==> src/rtl/multicycle_control.sv <==
// Multi-cycle MIPS control FSM: sequences fetch/decode/execute over one shared memory port.
// Optional build macro MC_ILLEGAL_TRAP_EN routes unknown opcodes to a TRAP state instead of a NOP.
module multicycle_control #(
  parameter int RETIRE_W = 32,
  parameter int MAX_WAIT = 15
) (
  input  logic                clk,
  input  logic                rst_n,
  input  logic [5:0]          opcode,
  input  logic                zero,
  input  logic                mem_ready,
  output logic                mem_req,
  output logic                mem_write,
  output logic                i_or_d,
  output logic                ir_write,
  output logic                pc_write,
  output logic                pc_write_cond,
  output logic [1:0]          pc_source,
  output logic                alu_src_a,
  output logic [1:0]          alu_src_b,
  output logic [1:0]          alu_op,
  output logic                reg_dst,
  output logic                mem_to_reg,
  output logic                reg_write,
  output logic [3:0]          state,
  output logic [RETIRE_W-1:0] retire_cnt,
  output logic                mem_timeout,
  output logic                illegal_op
);

  // state  | meaning
  // FETCH  | read instruction at PC, PC+4 on completion
  // DECODE | dispatch on opcode, precompute branch target
  // MEMADR | compute lw/sw effective address
  // MEMRD  | data read in flight
  // MEMWB  | write loaded data to rt
  // MEMWR  | data write in flight
  // EXEC   | R-type ALU operation
  // ALUWB  | write ALU result to rd
  // BRANCH | beq compare, conditional PC load
  // JUMP   | load jump target
  // ADDIEX | rs + imm
  // ADDIWB | write addi result to rt
  // TRAP   | load trap vector for an unknown opcode
  typedef enum logic [3:0] {
    S_FETCH  = 4'd0,
    S_DECODE = 4'd1,
    S_MEMADR = 4'd2,
    S_MEMRD  = 4'd3,
    S_MEMWB  = 4'd4,
    S_MEMWR  = 4'd5,
    S_EXEC   = 4'd6,
    S_ALUWB  = 4'd7,
    S_BRANCH = 4'd8,
    S_JUMP   = 4'd9,
    S_ADDIEX = 4'd10,
    S_ADDIWB = 4'd11,
    S_TRAP   = 4'd12
  } state_t;

  localparam logic [5:0] OP_RTYPE = 6'b000000;
  localparam logic [5:0] OP_LW    = 6'b100011;
  localparam logic [5:0] OP_SW    = 6'b101011;
  localparam logic [5:0] OP_BEQ   = 6'b000100;
  localparam logic [5:0] OP_J     = 6'b000010;
  localparam logic [5:0] OP_ADDI  = 6'b001000;
  localparam logic [7:0] WAIT_LAST = 8'(MAX_WAIT - 1);

  state_t              r_state;
  state_t              w_next;
  logic [7:0]          r_wait;
  logic [RETIRE_W-1:0] r_retire_cnt;
  logic                r_mem_timeout;
  logic                w_stall;
  logic                w_timeout;
  logic                w_retire;
  logic                w_unused_zero;

  // The branch decision itself is taken in the datapath through pc_write_cond.
  assign w_unused_zero = zero;

  assign state       = r_state;
  assign retire_cnt  = r_retire_cnt;
  assign mem_timeout = r_mem_timeout;

  // Controls are gated by rst_n so nothing is driven while reset is held.
  always_comb begin
    mem_req       = 1'b0;
    mem_write     = 1'b0;
    i_or_d        = 1'b0;
    ir_write      = 1'b0;
    pc_write      = 1'b0;
    pc_write_cond = 1'b0;
    pc_source     = 2'b00;
    alu_src_a     = 1'b0;
    alu_src_b     = 2'b00;
    alu_op        = 2'b00;
    reg_dst       = 1'b0;
    mem_to_reg    = 1'b0;
    reg_write     = 1'b0;
    illegal_op    = 1'b0;
    if (rst_n) begin
      case (r_state)
        S_FETCH: begin
          mem_req   = 1'b1;
          alu_src_b = 2'b01;
          ir_write  = mem_ready;
          pc_write  = mem_ready;
        end
        S_DECODE: alu_src_b = 2'b11;
        S_MEMADR: begin
          alu_src_a = 1'b1;
          alu_src_b = 2'b10;
        end
        S_MEMRD: begin
          mem_req = 1'b1;
          i_or_d  = 1'b1;
        end
        S_MEMWB: begin
          reg_write  = 1'b1;
          mem_to_reg = 1'b1;
        end
        S_MEMWR: begin
          mem_req   = 1'b1;
          mem_write = 1'b1;
          i_or_d    = 1'b1;
        end
        S_EXEC: begin
          alu_src_a = 1'b1;
          alu_op    = 2'b10;
        end
        S_ALUWB: begin
          reg_write = 1'b1;
          reg_dst   = 1'b1;
        end
        S_BRANCH: begin
          alu_src_a     = 1'b1;
          alu_op        = 2'b01;
          pc_write_cond = 1'b1;
          pc_source     = 2'b01;
        end
        S_JUMP: begin
          pc_write  = 1'b1;
          pc_source = 2'b10;
        end
        S_ADDIEX: begin
          alu_src_a = 1'b1;
          alu_src_b = 2'b10;
        end
        S_ADDIWB: reg_write = 1'b1;
`ifdef MC_ILLEGAL_TRAP_EN
        S_TRAP: begin
          pc_write   = 1'b1;
          pc_source  = 2'b11;
          illegal_op = 1'b1;
        end
`endif
        default: ;
      endcase
    end
  end

  assign w_stall   = mem_req & ~mem_ready;
  assign w_timeout = w_stall && (r_wait == WAIT_LAST);

  always_comb begin
    w_next   = r_state;
    w_retire = 1'b0;
    case (r_state)
      S_FETCH:  if (mem_ready) w_next = S_DECODE;
      S_DECODE: begin
        case (opcode)
          OP_RTYPE:     w_next = S_EXEC;
          OP_LW, OP_SW: w_next = S_MEMADR;
          OP_BEQ:       w_next = S_BRANCH;
          OP_J:         w_next = S_JUMP;
          OP_ADDI:      w_next = S_ADDIEX;
`ifdef MC_ILLEGAL_TRAP_EN
          default:      w_next = S_TRAP;
`else
          default: begin
            w_next   = S_FETCH;
            w_retire = 1'b1;
          end
`endif
        endcase
      end
      S_MEMADR: w_next = (opcode == OP_SW) ? S_MEMWR : S_MEMRD;
      S_MEMRD:  if (mem_ready) w_next = S_MEMWB;
      S_MEMWR: begin
        if (mem_ready) begin
          w_next   = S_FETCH;
          w_retire = 1'b1;
        end
      end
      S_EXEC:   w_next = S_ALUWB;
      S_ADDIEX: w_next = S_ADDIWB;
      S_MEMWB, S_ALUWB, S_BRANCH, S_JUMP, S_ADDIWB: begin
        w_next   = S_FETCH;
        w_retire = 1'b1;
      end
      default:  w_next = S_FETCH;
    endcase
    if (w_timeout) w_next = S_FETCH;
  end

  always_ff @(posedge clk or negedge rst_n) begin
    if (!rst_n) begin
      r_state       <= S_FETCH;
      r_wait        <= 8'd0;
      r_retire_cnt  <= '0;
      r_mem_timeout <= 1'b0;
    end else begin
      r_state <= w_next;
      // Counter restarts on completion, timeout, or any cycle without a pending request.
      if (w_stall && !w_timeout) r_wait <= r_wait + 8'd1;
      else                       r_wait <= 8'd0;
      if (w_timeout) r_mem_timeout <= 1'b1;
      if (w_retire)  r_retire_cnt  <= r_retire_cnt + RETIRE_W'(1);
    end
  end

endmodule

==> config.mk <==
export PLATFORM = sky130hd
export DESIGN_NAME = multicycle_control
export DESIGN_NICKNAME = d
export VERILOG_FILES = /design/src/rtl/multicycle_control.sv
export SDC_FILE = /design/constraint.sdc
export NUM_CORES = 1
export LEC_CHECK = 0
export ABC_CLOCK_PERIOD_IN_PS = 5550
export CORE_ASPECT_RATIO = 0.5
export CORE_UTILIZATION = 48
export DETAILED_ROUTE_END_ITERATION = 10
export PLACE_DENSITY = 0.78
export SYNTH_ARGS = -nofsm -noshare
export SYNTH_HDL_FRONTEND = slang
export SYNTH_SLANG_ARGS = --single-unit
export TNS_END_PERCENT = 50
==> constraint.sdc <==
create_clock -name clk -period 5.55 [get_ports clk]
set_clock_uncertainty 0.05 [all_clocks]
set_input_delay 0.8325 -clock clk [delete_from_list [all_inputs] [get_ports clk]]
set_output_delay 0.8325 -clock clk [all_outputs]
set_load 0.01 [all_outputs]
# Yosys cells after proc, flatten, opt, wreduce, memory -nomap -nowiden
# Cells that the tools add are included.
[word_totals]
ff_bits = 45
input_bits = 10
output_inout_bits = 54
[classes]
addsub = 2
n_eq_ne = 20
n_mux = 37
n_bitwise = 2
reduce_logical = 14
[ops]
columns = ["operator", "count"]
rows = [
  ["32-bit by 1-bit adder with 32-bit output, second input constant", 1],
  ["4-bit case mux with 7 select lines", 1],
  ["1-bit 2-to-1 mux", 21],
  ["4-bit case mux with 5 select lines", 1],
  ["4-bit by 3-bit equality test with 1-bit output, second input constant", 4],
  ["4-bit equality test, second input constant", 4],
  ["4-bit 2-to-1 mux", 4],
  ["6-bit equality test, second input constant", 2],
  ["3-bit inequality test, second input constant", 3],
  ["8-bit by 1-bit adder with 8-bit output, second input constant", 1],
  ["4-bit by 2-bit equality test with 1-bit output, second input constant", 2],
  ["8-bit by 4-bit equality test with 1-bit output, second input constant", 1],
  ["8-bit 2-to-1 mux", 1],
  ["2-bit case mux with 2 select lines", 2],
  ["6-bit by 2-bit equality test with 1-bit output, second input constant", 1],
  ["6-bit by 3-bit equality test with 1-bit output, second input constant", 1],
  ["6-bit by 4-bit equality test with 1-bit output, second input constant", 1],
  ["6-bit logical NOT", 1],
  ["2-bit 2-to-1 mux", 3],
  ["2-bit case mux with 3 select lines", 1],
  ["2-bit OR reduction", 3],
  ["3-bit OR reduction", 2],
  ["6-bit OR reduction", 1],
  ["5-bit OR reduction", 1],
  ["other kinds (11)", 12],
]

# Logic depth before layout (Yosys ltp)
[depth]
word_depth = 9
ltp_mapped = 7
ltp_nobuf = 6

# Worst setup path after synthesis
# Ideal clock, no wire load.
[synth_timing]
path_type = "input to output"
from = "in rst_n"
to = "out alu_op[0]"
arrival_time_ns = 1.807
required_ns = 4.668
slack_ns = 2.860
cell_stages = 3
path_buffers = 1
cell_sequence = "nand2_1 > nor4b_1 > buf_4"
[synth_between]
elab_chain_len = 1
[synth_rtl]
columns = ["item", "line", "text"]
rows = [
  ["start: declaration", "8", "input logic rst_n,"],
  ["2-bit 2-to-1 mux", "102", "if (rst_n) begin"],
  ["end: declaration", "21", "output logic [1:0] alu_op,"],
]
# No other way between the ends.

# Worst setup path after layout
[layout_timing]
from = "in rst_n"
to = "out pc_source[0]"
[layout_between]
elab_chain_len = 1
[layout_rtl]
columns = ["item", "line", "text"]
rows = [
  ["2-bit 2-to-1 mux", "102", ""],
  ["end: declaration", "18", "output logic [1:0] pc_source,"],
]
# No other way between the ends.

==> impl_metrics.ini <==
[yosys]
yosysSeqAreaShare = 0.4212
ys_types = 54
yosysTopAreaCell = dfrtp_1
ys_warn_count = 0
synth.top_cell.area_share = 0.4212
async_flop_share = 1.000
synth_seq_cells = 45
synthXorXnorAreaFrac = 0.1310
ys.flop_type = dfrtp_1
synthSimpleGateAreaFrac = 0.3210
synth_edf_count = 0
syn_area_per_cell_sq_um = 10.05
synth_compound_area_frac = 0.05147
synth_mux_area_frac = 0.01170
synth_nets = 279
synth_top_family_by_area = simple AND/OR/NAND/NOR gates
synthesis.area_sq_um = 2674
syn-instance-count = 266
yosys-top-cells-area = dfrtp_1 42%, xor2_1 11%, nor4_2 5.6%, nor2_1 3.6%, nand2_1 2.9%
synthAdderAreaFrac = 0.01404

[floorplan]
die_area_sq_um = 5891
fp-row-count = 18
core_area_sq_um = 5135
ios = 64
die_h_microns = 54.78
initial_core_util = 0.5207
die_w_microns = 107.6

[cells_and_area]
diodes = 0
final_area_sq_um = 3402
layout-drive-gt1-share = 0.1090
fill_cells = 417
multi_input_area_sq_um = 1430
fin_cells = 391
register_area_sq_um = 1126
syn_to_final_growth_pct = 27.23
finalNetCount = 333

[place]
placed_area_sq_um = 3287
gp_congestion = 0.8212
placed_cells = 383
portBuffers = 61
hpwl_mm = 4.008

[global_route]
grt-ovfl-total = 0
grt_pass1_vias = 2030
grt_usage = 0.2106
grt_pass1_wl_mm = 9.432
grt_max_degree = 33
antenna_found_initial = 0

[timing]
drv_slew = 0
fmax_ghz = 0.2693
grt_setup_unrepaired = no
tns_ps = 0
tightestPinTransition_ps = 1111
period_needed_ps = 3713
finalHoldViolCount = 0
setup_viol = 0
max_slew_margin = 0.2568
fin_crit_sh = 0.6690

[clock_tree]
cts_made_buffers = 5
cts_setup_buffers = 0
cts_max_path_buffers = 2
cts_sinks = 45
htreeDepth = 2
path_clk_slew_ps = 80
clock_latency_ps = 300
cts_resized = 0
cts_tree = yes
cts_root_buf = clkbuf_8
hold_buffers = 0

[power]
comb_power_share = 0.381
swShare = 0.3850
clkPwrFrac = 0.226
seqPwrFrac = 0.393
vdd_ir_drop_max_mv = 0.2124
p_int_mw = 0.6828
p_per_area_nw_per_um2 = 326.3
p_leak_nw = 1.471
p_sw_mw = 0.4274

[critical_path]
start_kind = input pin
worstSetupPathType = in2out
critPathCaptureType = primary output
worstPathCellList = buf_2 -> nand2_1 -> nor4b_1 -> clkdlybuf4s50_1
r2r_cells = 4
worstPathArrival_ps = 2830
required_ps = 4670
critPathMaxStageDelay_ps = 640
crit_slowest_cell = clkdlybuf4s50_1
crit_fanout = 32

[drt]
wl_met3_microns = 196
wl_met2_mm = 2.703
first_pass_iters = 4
first_iter_violations = 92
vias_per_cell = 5.483
dr_total_vias = 2144
met1_length_mm = 2.658
highest_layer = met4
drc = 0
totalWireLength_mm = 5.613
routedWlPerCell_microns = 14.36
final_antenna_net_count = 0

[min_path]
hold_depth = 1
hp-class = reg2reg

[flow_run]
cap_violations = 0

[status]
status = finished clean
## per-stage QoR
| step | utilization | hold WS [ps] | power [mW] | setup WS [ps] |
|---|---|---|---|---|
| 2_1_floorplan | - | 431.6 | 0.7248 | 2860 |
| 3_3_place_gp | 0.6401 | 406.5 | 0.8506 | 1884 |
| 3_5_place_dp | 0.6401 | 413.0 | 0.8682 | 1772 |
| 4_1_cts | 0.6625 | 426.9 | 1.121 | 1762 |
| 5_1_grt | 0.6625 | 452.3 | 1.178 | 1537 |
| 6_report | 0.6625 | 419.1 | 1.110 | 1837 |
## layout make-up
class,count,share of cell area
Inverter,8,0.008827
Clock buffer,5,0.02023
Timing Repair Buffer,62,0.1802
Clock inverter,3,0.01361
Multi-Input combinational cell,198,0.4204
Sequential cell,45,0.3310
Tap cell,70,0.02574
## synth_stat cells (all sizes together), types with 2 or more instances
library cell  instances
nand4b                2
mux2i                 2
dfrtp                45
and2                  2
nor3b                 6
nor2b                 3
and3                  3
a21oi                 4
nand4                 9
o2111ai               2
nor4b                 6
xor2                 35
nand3                10
nor2                 27
ha                    3
inv                   8
o21ai                 4
nand3b                2
buf                  12
clkbuf                3
nand2                21
nor4                 13
or3                   2
nor3                 12
or2                   5
xnor2                 5
nand2b                6
## state kept, by name, indices dropped and copies added (netlist names)
signal	cells
retire_cnt	32
mem_timeout	1
r_wait	8
state	4
## final timing paths
path	start	end	slack (ps)
worst min register to register	retire_cnt[31]	retire_cnt[31]	420
min in group asynchronous	rst_n	retire_cnt[2]	510
worst max-delay path	rst_n	pc_source[0]	1840
worst max register to register	state[2]	retire_cnt[1]	3060
max in group asynchronous	rst_n	r_wait[7]	4210
worst min-delay path	retire_cnt[31]	retire_cnt[31]	420
## routing by layer
| layer | track usage | up-vias |
|---|---|---|
| met2 | 0.3729 | 46 |
| met3 | 0.03214 | 5 |
| met5 | 0 | - |
| li1 | - | 1034 |
| met4 | 0.07534 | 0 |
| met1 | 0.2708 | 1059 |
## cells in the final DEF, fill, tap and decap left out, drive strengths merged, types with 2 or more instances in the layout
cell            n
ha              3
inv             8
nor3b           6
nor4b           6
nor3           12
or3             2
nor2b           3
o2111ai         2
mux2i           2
nand4b          2
or2             5
and3            3
nor2           27
dfrtp          45
nand3b          2
o21ai           4
and2            2
nand4           9
nor4           13
nand2          21
buf             2
xnor2           5
clkbuf          5
clkdlybuf4s50  60
xor2           35
a21oi           4
nand2b          6
nand3          10
## kinds of logic (layout without fill, tap and decap cells)
kind of cell | Yosys count | in the layout
compound gates | 19 | 19
xor+xnor | 40 | 40
fa+ha+maj | 3 | 3
buf+inv | 23 | 78
flops | 45 | 45
mux | 3 | 3
other cells | 1 | 1
simple gates | 132 | 132
## power by group through the flow
stage / sequential, mW / clock, mW / combinational (mW)
5_1_grt: 0.446 / 0.269 / 0.463
4_1_cts: 0.437 / 0.258 / 0.426
2_1_floorplan: 0.422 / 0 / 0.303
3_5_place_dp: 0.443 / 0 / 0.425
3_3_place_gp: 0.439 / 0 / 0.412
6_report: 0.437 / 0.251 / 0.422
## critical path, delay by kind of cell
| family | cells | cell delay, ps |
|---|---|---|
| buffers and inverters | 2 | 1170 |
| AND/OR/NAND/NOR | 2 | 820 |
Power figures use the tool's default switching activity.
